<file path="src/rtl/stream_demux4_if.sv">
// ---------------------------------------------------------------------------
// stream_demux4_if
//   Bundles the stream signals of stream_demux4. There is one valid/ready
//   input stream and four output channels.
//
//   Signals:
//     in_data   [WIDTH]  input beat payload
//     in_sel    [2]      destination channel (00->ch1 .. 11->ch4), first beat only
//     in_last   [1]      final beat of a burst
//     in_valid  [1]      input beat present
//     in_ready  [1]      demux accepts the beat this cycle
//     outN_data [WIDTH]  held payload of channel N
//     out_valid [4]      bit k-1: channel k holds a beat
//     out_last  [4]      bit k-1: held beat of channel k ends a burst
//     out_ready [4]      bit k-1: consumer of channel k accepts
//
//   Modports:
//     master : producer and consumers (drives in_*, out_ready)
//     slave  : the demux itself
// ---------------------------------------------------------------------------
interface stream_demux4_if #(
    parameter int WIDTH = 4
);
    logic [WIDTH-1:0] in_data;
    logic [1:0]       in_sel;
    logic             in_last;
    logic             in_valid;
    logic             in_ready;

    logic [WIDTH-1:0] out1_data;
    logic [WIDTH-1:0] out2_data;
    logic [WIDTH-1:0] out3_data;
    logic [WIDTH-1:0] out4_data;
    logic [3:0]       out_valid;
    logic [3:0]       out_last;
    logic [3:0]       out_ready;

    modport master (
        output in_data,
        output in_sel,
        output in_last,
        output in_valid,
        input  in_ready,
        input  out1_data,
        input  out2_data,
        input  out3_data,
        input  out4_data,
        input  out_valid,
        input  out_last,
        output out_ready
    );

    modport slave (
        input  in_data,
        input  in_sel,
        input  in_last,
        input  in_valid,
        output in_ready,
        output out1_data,
        output out2_data,
        output out3_data,
        output out4_data,
        output out_valid,
        output out_last,
        input  out_ready
    );
endinterface

</file>
<file path="src/rtl/stream_demux4.sv">
// ---------------------------------------------------------------------------
// stream_demux4
//   Registered 1-to-4 stream demultiplexer. A single valid/ready input stream
//   is routed to one of four output channels. The 2-bit select is taken from
//   the first beat of a burst and held until the beat carrying in_last, so
//   bursts never interleave across channels. Each channel has a one-entry
//   holding slot that drains independently of the others.
//
//   Ports:
//     clk  : clock, all state changes on the rising edge
//     rst  : synchronous active-high reset; clears the FSM and all slots
//     bus  : stream_demux4_if.slave (input stream + four output channels)
//
//   Parameters:
//     WIDTH : payload width of the input and of every output channel
// ---------------------------------------------------------------------------
module stream_demux4 #(
    parameter int WIDTH = 4
) (
    input  logic           clk,
    input  logic           rst,
    stream_demux4_if.slave bus
);

    typedef enum logic [0:0] {
        IDLE  = 1'b0,
        BURST = 1'b1
    } state_t;

    state_t           state;
    state_t           state_next;
    logic [1:0]       sel_latched;
    logic [1:0]       sel_next;

    logic [1:0]       target;
    logic             accept;
    logic [3:0]       load;
    logic [3:0]       drain;

    logic [WIDTH-1:0] slot_data [4];
    logic [3:0]       slot_valid;
    logic [3:0]       slot_last;

    // Inside a burst the latched select owns routing, so a producer changing
    // in_sel mid-burst cannot split the burst across channels.
    always_comb begin
        target = bus.in_sel;
        if (state == BURST) begin
            target = sel_latched;
        end
    end

    // A slot can take a new beat when it is empty, or when it drains on the
    // same edge. Including out_ready here is deliberate: it allows one beat
    // per cycle on every channel.
    assign bus.in_ready = ~rst & (~slot_valid[target] | bus.out_ready[target]);
    assign accept       = bus.in_valid & bus.in_ready;

    // The one-hot load vector guarantees that at most one slot is written per cycle.
    assign load  = accept ? (4'b0001 << target) : 4'b0000;
    assign drain = slot_valid & bus.out_ready;

    // FSM state register and latched burst select.
    always_ff @(posedge clk) begin
        if (rst) begin
            state       <= IDLE;
            sel_latched <= 2'b00;
        end else begin
            state       <= state_next;
            sel_latched <= sel_next;
        end
    end

    // The select is latched only when a multi-beat burst starts. A single-beat
    // burst (in_last on the first beat) leaves the FSM in IDLE.
    always_comb begin
        state_next = state;
        sel_next   = sel_latched;
        unique case (state)
            IDLE: begin
                if (accept && !bus.in_last) begin
                    state_next = BURST;
                    sel_next   = bus.in_sel;
                end
            end
            BURST: begin
                if (accept && bus.in_last) begin
                    state_next = IDLE;
                end
            end
            default: begin
                state_next = IDLE;
            end
        endcase
    end

    // Holding slots. A load takes priority over a drain on the same slot, so
    // the slot stays valid and takes the new beat. Data and last are written
    // only on a load. An empty or stalled slot therefore keeps its old contents.
    always_ff @(posedge clk) begin
        if (rst) begin
            slot_valid <= 4'b0000;
            slot_last  <= 4'b0000;
            for (int k = 0; k < 4; k++) begin
                slot_data[k] <= '0;
            end
        end else begin
            for (int k = 0; k < 4; k++) begin
                if (load[k]) begin
                    slot_data[k]  <= bus.in_data;
                    slot_last[k]  <= bus.in_last;
                    slot_valid[k] <= 1'b1;
                end else if (drain[k]) begin
                    slot_valid[k] <= 1'b0;
                end
            end
        end
    end

    assign bus.out1_data = slot_data[0];
    assign bus.out2_data = slot_data[1];
    assign bus.out3_data = slot_data[2];
    assign bus.out4_data = slot_data[3];
    assign bus.out_valid = slot_valid;
    assign bus.out_last  = slot_last;

endmodule

</file>
<file path="src/flat_wrapper.sv">
// flat-port wrapper written by rule: the top's interface ports become plain ports
module stream_demux4_flat 
#(
    parameter int WIDTH = 4
)
  (clk, rst, bus_in_data, bus_in_sel, bus_in_last, bus_in_valid, bus_in_ready, bus_out1_data, bus_out2_data, bus_out3_data, bus_out4_data, bus_out_valid, bus_out_last, bus_out_ready);
  stream_demux4_if #(.WIDTH(WIDTH)) bus_i ();
  input  logic clk;
  input  logic rst;
  input wire logic [$bits(bus_i.in_data)-1:0] bus_in_data;
  input wire logic [$bits(bus_i.in_sel)-1:0] bus_in_sel;
  input wire logic [$bits(bus_i.in_last)-1:0] bus_in_last;
  input wire logic [$bits(bus_i.in_valid)-1:0] bus_in_valid;
  output wire logic [$bits(bus_i.in_ready)-1:0] bus_in_ready;
  output wire logic [$bits(bus_i.out1_data)-1:0] bus_out1_data;
  output wire logic [$bits(bus_i.out2_data)-1:0] bus_out2_data;
  output wire logic [$bits(bus_i.out3_data)-1:0] bus_out3_data;
  output wire logic [$bits(bus_i.out4_data)-1:0] bus_out4_data;
  output wire logic [$bits(bus_i.out_valid)-1:0] bus_out_valid;
  output wire logic [$bits(bus_i.out_last)-1:0] bus_out_last;
  input wire logic [$bits(bus_i.out_ready)-1:0] bus_out_ready;
  assign bus_i.in_data = bus_in_data;
  assign bus_i.in_sel = bus_in_sel;
  assign bus_i.in_last = bus_in_last;
  assign bus_i.in_valid = bus_in_valid;
  assign bus_in_ready = bus_i.in_ready;
  assign bus_out1_data = bus_i.out1_data;
  assign bus_out2_data = bus_i.out2_data;
  assign bus_out3_data = bus_i.out3_data;
  assign bus_out4_data = bus_i.out4_data;
  assign bus_out_valid = bus_i.out_valid;
  assign bus_out_last = bus_i.out_last;
  assign bus_i.out_ready = bus_out_ready;
  stream_demux4 #(.WIDTH(WIDTH)) u_core (.clk(clk), .rst(rst), .bus(bus_i));
endmodule
</file>
<file path="config.mk">
export PLATFORM = sky130hd
export DESIGN_NAME = stream_demux4_flat
export DESIGN_NICKNAME = d
export VERILOG_FILES = /design/src/rtl/stream_demux4_if.sv /design/src/rtl/stream_demux4.sv /design/src/flat_wrapper.sv
export SDC_FILE = /design/constraint.sdc
export NUM_CORES = 1
export LEC_CHECK = 0
export ABC_AREA = 1
export BUFFER_PORTS_ARGS = -buffer_cell sky130_fd_sc_hd__buf_2
export CAP_MARGIN = 10
export CORE_MARGIN = 8
export CORE_UTILIZATION = 45
export CTS_BUF_LIST = sky130_fd_sc_hd__clkbuf_8
export DETAILED_ROUTE_END_ITERATION = 7
export PLACE_DENSITY = 0.79
export REMOVE_ABC_BUFFERS = 1
export SLEW_MARGIN = 20
export SYNTH_ARGS = -nofsm -noshare
export SYNTH_HDL_FRONTEND = slang
export SYNTH_SLANG_ARGS = --single-unit
</file>
<file path="constraint.sdc">
create_clock -name clk -period 2.79 [get_ports clk]
set_input_delay 0.1395 -clock clk [delete_from_list [all_inputs] [get_ports clk]]
set_output_delay 0.1395 -clock clk [all_outputs]
set_load 0.02 [all_outputs]
</file>
==> impl_results.md, run 1 <==
- Synth top area share: roughly two fifths
- Initial DRC Count: 49
- Max-slew violation count: 0
- Post-synthesis instance area: roughly 1200 µm²
- Compound-cell area share of the yosys netlist: roughly 6.3%
- First-pass GRT wire length: about 4300 µm
- Overflow after GRT: 0
- Largest net degree at the start of global routing: 16
- HP Class: in -> reg
- Flop pwr share: approximately 58%
- Post-route ant nets: 0
- Die height: approximately 68 µm
- Setup crit end kind: flop
- Adder-cell share of the synthesized area: 0%
- Largest family of logic cells by synthesized area: simple AND/OR/NAND/NOR gates
- Final Hold Vio Count: 0
- Core area: around 2500 µm²
- I/O Pins: 39
- Post-synth EDFFs: 16
- Vias per cell: approximately 5.0
- RSZ-0062 raised after global routing: no
- WP data arrival: between 2 and 2.5 ns
- DRC viols: 0
- Reg-to-reg endpoint: u_core.slot_data[0][2]
- #FFs+latches synth: 27
- Initial DRT Pass Iterations: 4
- DR WL/cell: 13.5 µm
- Synth unique cells: 18
- Max-cap violations: 0
- GRT Util Overall: about an eighth
- Worst-path clk slew: 0.08 ns
- Outcome: finished, final reports clean
- Diodes inserted: 0
- Most common cell in the netlist: nand2_1
- Max-slew headroom: 78.3%
- Cells on worst reg2reg path: 8
- Post-Place Worst Slack: 0.762 ns
- Final hold slack: ~0.14 ns
- CTS sink count: 27
- CTS max path bufs: 2
- PortBufs: 38
- Mux contribution to synthesized area: 0%
- Switching pwr: just over 0.0002 W
- P_int: about 0.00058 W
- Crit path max fanout: 9
- Setup TNS: 0 ns
- Vias in the first global route: slightly above 1k
- HPWL after DPL: ~2200 µm
- Combinational power share: approximately 15%
- Die Area: around 4600 µm²
- Achievable frequency: slightly below 500 MHz
- Sequential area share after synthesis: around 58%
- Final Setup Violations: 0
- Reg2reg setup slack: ~0.73 ns
- Initial Utilization: 47.9%
- Antenna violations before repair: 0
- Skew-Pair Late Insertion Delay: between 0.2 and 0.3 ns
- Hold Path Stages: 4
- Hold-fix buffers at CTS: 0
- Pwr dens: ~530 nW/µm²
- CTS tree: yes
- DR vias: between 1k and 1.5k
- Worst-Margin Slew: between 0.3 and 0.4 ns
- Die width: ~68 µm
- CP Class: reg -> reg
- Syn_area_per_cell: a little under 9 µm²
- Area Growth Syn to Fin: 21.0%
- # H-tree levels: 1
- Total CTS buffers: 3
- Ys Warns: 0
- Share of total power in the clock network: around 27%
- Req. time, crit path: about 2.8 ns
- FFs w/ async S/R, synth: 0%
- Fin nets: 190
- Synth top cells by count: nand2_1, nor2_1, edfxtp_1
- Post-CTS Setup Inserts: 0
- Share of layout cells above drive strength 1: 30.3%
- Synth area leaders: edfxtp_1, dfxtp_1, nand2_1
- Worst setup margin: 0.730 ns
- Drt total wl: between 2000 and 3000 µm
- Leading area contributor after synthesis: edfxtp_1
- Crit path launch type: flop
- FP Rows: 18
- Gate Count Post-Synth: 136
- Synth Area in XOR/XNOR: 0%
- Hold Crit Start: bus_out_ready[2]
- Peak supply drop: around 0.34 mV
- Post-cts resize count: 0
- P_leak: between 0.7 and 0.8 nW
- Most common flop cell mapped by yosys: edfxtp_1
- Final min period: slightly above 2 ns
- Placer Congestion: between 0.8 and 0.9
- Sw frac: between 20% and 30%
- Fin Clk Skew: roughly 0.0019 ns
- Synth Area in Simple Gates: between 20% and 30%
- Endpoint, Worst Hold: u_core.bus.out_valid[2]
- Clock root buffer: clkbuf_8
- Post-route clock period utilization: between 70% and 80%
cell families (layout without fill, tap and decap cells):
| group | after synthesis | count (layout) |
|---|---|---|
| AOI/OAI and AO/OA | 11 | 11 |
| buffers and inverters | 18 | 57 |
| and+or+nand+nor | 80 | 80 |
| DFF | 27 | 27 |
through the flow:
stage	cell area (µm²)	utilization [%]	instances	total power [W]
3_5_place_dp	1420	56.2	201	0.000578
5_1_grt	1460	58.0	205	0.000815
6_report	1460	58.0	205	0.000779
3_3_place_gp	1420	56.2	201	0.000574
4_1_cts	1460	58.0	205	0.000785
2_1_floorplan	1190	-	133	0.000531
power groups by stage:
stage	registers [W]	clock network [W]	logic, W
2_1_floorplan	0.000481	0	0.0000507
3_3_place_gp	0.000458	0	0.000116
3_5_place_dp	0.000459	0	0.000119
4_1_cts	0.000449	0.000216	0.000120
5_1_grt	0.000452	0.000233	0.000130
6_report	0.000449	0.000211	0.000119
how the worst max path moves through the flow:
stage	slack [ns]	start	endpoint	cells past startpoint
2_1_floorplan	0.90	flop	u_core.slot_data[0][0]	10
3_3_place_gp	0.87	flop	u_core.slot_data[0][0]	10
3_5_place_dp	0.76	flop	u_core.slot_data[0][0]	10
4_1_cts	0.76	flop	u_core.slot_data[0][0]	10
5_1_grt	0.58	flop	u_core.slot_data[0][0]	10
6_report	0.73	flop	u_core.slot_data[0][2]	8
routing by layer:
metal  up-vias  routed length (µm)  track usage [%]
met5         -                   0                0
met4         0                  28             5.88
met3         4                 330             4.25
met2        46                1250             20.5
met1       451                1160             13.2
li1        516                   -                -
placed cells by master (no fill, tap or decap), drive strengths merged:
master,instances
dfxtp,11
buf,38
a21oi,10
o21bai,1
nand4,5
clkinv,1
nor2,25
edfxtp,16
clkbuf,3
nand2,40
nand3,9
inv,15
nor3,1
sequential cells by signal, indices dropped and copies added, names as in the netlist, named ones only:
register              cells
u_core.bus.out_valid      4
u_core.slot_data         16
u_core.sel_latched        2
u_core.bus.out_last       4
final cells by class:
type                    instances  area (µm²)
clock buffers                   3        41.3
well taps                      30        37.5
inverters                      15        58.8
flip-flops and latches         27         701
clock inverters                 1        5.00
repair buffers                 38         190
multi-input cells              91         429
fillers                       240        1060
worst max-delay path, cell delays in order, from the launching register on:
cell	delay [ns]
dfxtp_1	0.52
nand2_1	0.11
nand2_1	0.17
nand3_1	0.10
nand2_1	0.08
nor2_1	0.07
a21oi_4	0.27
nand3_2	0.23
nand2_1	0.21
Note: power is estimated with default switching activity, not from simulation.
==> run 2: changes to the inputs <==
Settings changed: ABC_AREA 1 to 0.
Clock period 2.79 ns to 2.09 ns, I/O delays scaled along.
==> run 2 against run 1 <==
Sequential power grew 34%. Via count down 13%. Synthesized area grew 2.6%. Clock power increased by 36%. Final cell count down 16%. Sequential cell count unchanged. Sequential share of layout area fell by 1.8 points. Combinational power is 37% higher. Critical path type is now reg -> out. Critical endpoint is now bus_in_ready. Largest cell class unchanged. Largest power group unchanged.
==> impl_results.md, run 2 <==
- DRC viols: 0 (unchanged)
- Setup crit end kind: output pin
- Overflow after GRT: 0 (unchanged)
- Gate Count Post-Synth: 101 (-26%)
- Crit path launch type: flop
- CP Class: reg -> out
- Antenna violations before repair: 0 (unchanged)
- Die Area: 4690 µm² (+2.0%)
- Final-layout fill cell count: 247 (+2.9%)
- Synth top cells by count: and2_1, edfxtp_1, nor2_1
- CTS max path bufs: 2 (unchanged)
- Pwr dens: 692 nW/µm² (+30%)
- HPWL after DPL: 2130 µm (-3.7%)
- Outcome: finished, final reports clean
- CP most frequent cell: mux2i_4
- Utilization after layout: 56.7% (-1.3 points)
- Synth top area share: 38.7% (-1.0 points)
- Setup TNS: 0 ns (unchanged)
- RSZ-0062 raised after global routing: no
- Top reg by flops: u_core.slot_data
- Achievable frequency: a little over 500 MHz
- Max incr delay on CP: 0.43 ns (-0.09 ns)
- Final min period: 1.96 ns
- Vias in the first global route: 897 (-11%)
- HP Class: in -> reg
- Cells on worst reg2reg path: 5 (-3)
- FP Rows: 19 (+1)
- I/O Pins: 39 (unchanged)
- Skew-Pair Late Insertion Delay: 0.27 ns (about the same)
- Total CTS buffers: 3 (unchanged)
- Diodes inserted: 0 (unchanged)
- Reg2reg setup slack: 0.28 ns (-0.45 ns)
- Sequential area share after synthesis: 56.5% (-1.5 points)
- Core area: 2690 µm² (+6.5%)
- Vias per cell: 5.12 (+3.1%)
- Post-synth EDFFs: 16 (unchanged)
- Crit-path cells: mux2i_4 -> mux2i_4 -> nor2_1 -> nor3_1 -> buf_2
- #FFs+latches synth: 27 (unchanged)
- Syn_area_per_cell: 12.3 µm² (+38%)
- Leading area contributor after synthesis: edfxtp_1
- First-pass GRT wire length: 4080 µm (-4.8%)
- Share of layout cells above drive strength 1: 40.1% (+9.9 points)
- Largest net degree at the start of global routing: 18 (+2)
- Final Setup Violations: 0 (unchanged)
- Reg-to-reg endpoint: u_core.slot_data[0][3]
- CTS sink count: 27 (unchanged)
- Peak supply drop: 0.380 mV (+12%)
- Synth area leaders: edfxtp_1, dfxtp_1, and2_1
- DR WL/cell: 15.2 µm (+12%)
- Placer Congestion: 0.844 (-4.6%)
- Commonest non-fill, non-tap cell in the layout: buf_2
- Hold-fix buffers at CTS: 0 (unchanged)
- Req. time, crit path: 1.99 ns (-0.77 ns)
- Max-slew violation count: 0 (unchanged)
- GRT Util Overall: 11.7% (-0.36 points)
- Post-route ant nets: 0 (unchanged)
- Final Hold Vio Count: 0 (unchanged)
- Clock root buffer: clkbuf_8
- Drt total wl: 2620 µm (-5.3%)
- Slowest CP cell: dfxtp_2
- Crit path max fanout: 6 (-3)
- Most frequent cells in the layout: buf_2, and2_1, edfxtp_1
- Fin nets: 157 (-17%)
- Hold Crit Start: bus_in_sel[0]
- Die width: 68.5 µm (+0.98%)
- CTS tree: yes
- Fin Clk Skew: 0.00235 ns (+0.000436 ns)
- Endpoint, Worst Hold: u_core.sel_latched[0]
- PortBufs: 38 (unchanged)
- Worst-Margin Slew: 0.407 ns (+0.0821 ns)
- Post-synthesis instance area: 1240 µm² (+2.6%)
- Post-route clock period utilization: 93.7%
- Initial Utilization: 46.2% (-1.8 points)
- Most common flop cell mapped by yosys: edfxtp_1
- Die height: 68.5 µm (+0.98%)
- Ys Warns: 0 (unchanged)
- Initial DRC Count: 24 (-51%)
- Initial DRT Pass Iterations: 4 (unchanged)
- FFs w/ async S/R, synth: 0% (unchanged)
- Synth unique cells: 28 (+10)
- Max FFs per register: 16 (unchanged)
- Max-cap violations: 0 (unchanged)
- P_leak: 0.654 nW (-7.1%)
- Area Growth Syn to Fin: 22.8%
- Max-slew headroom: 72.7% (-5.7 points)
- DR vias: 885 (-13%)
- Hold Path Stages: 2 (-2)
- WP data arrival: 1.85 ns (-0.18 ns)
- Worst-path clk slew: 0.09 ns (about the same)
- # H-tree levels: 1 (unchanged)
-- run 2: power breakdown --
group | internal, W | switching [W]
clock network | 0.000132 | 0.000155
logic | 0.0000663 | 0.0000971
registers | 0.000590 | 0.0000129
-- run 2: layer usage --
metal	wire, µm	track usage (%)
met1	1070	14.1
met2	1220	18.8
met3	272	2.91
met4	63	6.39
met5	0	0
-- run 2: how the worst max path moves through the flow --
stage	slack, ns	from	depth (start not counted)	end
final	0.13	flop	5	bus_in_ready
after global routing	0.004	flop	5	bus_in_ready
after CTS	0.02	flop	5	bus_in_ready
after detailed placement	0.18	flop	4	u_core.sel_latched[0]
after global placement	0.25	flop	4	u_core.sel_latched[0]
after floorplan	0.17	flop	4	bus_in_ready
-- run 2: per-stage QoR --
stage | cell area [µm²] | setup WS, ns | hold WS [ns] | cells | power (W)
floorplan | 1210 | 0.174 | 0.174 | 97 | 0.000711
global route | 1520 | 0.00374 | 0.104 | 173 | 0.00110
finish | 1520 | 0.132 | 0.0959 | 173 | 0.00105
global placement | 1450 | 0.245 | 0.367 | 167 | 0.000767
CTS | 1500 | 0.0230 | 0.0944 | 171 | 0.00105
detailed placement | 1450 | 0.175 | 0.375 | 167 | 0.000773
-- run 2: critical path, delay by kind of cell, from the launching register on --
family | cells | cell delay, ns
buf+inv | 1 | 0.19
flops | 1 | 0.43
mux | 2 | 0.72
simple gates | 2 | 0.24
-- run 2: kinds of logic (layout without fill, tap and decap cells) --
kind of cell,Yosys count,count (layout),synth area share [%]
mux,11,11,10.8
buf+inv,8,49,3.43
flops,27,27,56.5
compound gates,5,5,3.63
simple gates,50,50,25.6
-- run 2: layout make-up --
cell class / instances / area [µm²] / area share, %
well taps: 31 / 38.8 / 2.55
inverters: 4 / 15.0 / 0.986
flip-flops and latches: 27 / 702 / 46.1
multi-input cells: 66 / 509 / 33.4
clock inverters: 1 / 3.75 / 0.247
repair buffers: 41 / 213 / 14.0
clock buffers: 3 / 41.3 / 2.71
-- run 2: timing repair --
action	in CTS	in global routing
buffers inserted	0	2
setup endpoints to repair	1	1
gates resized for setup	1	2
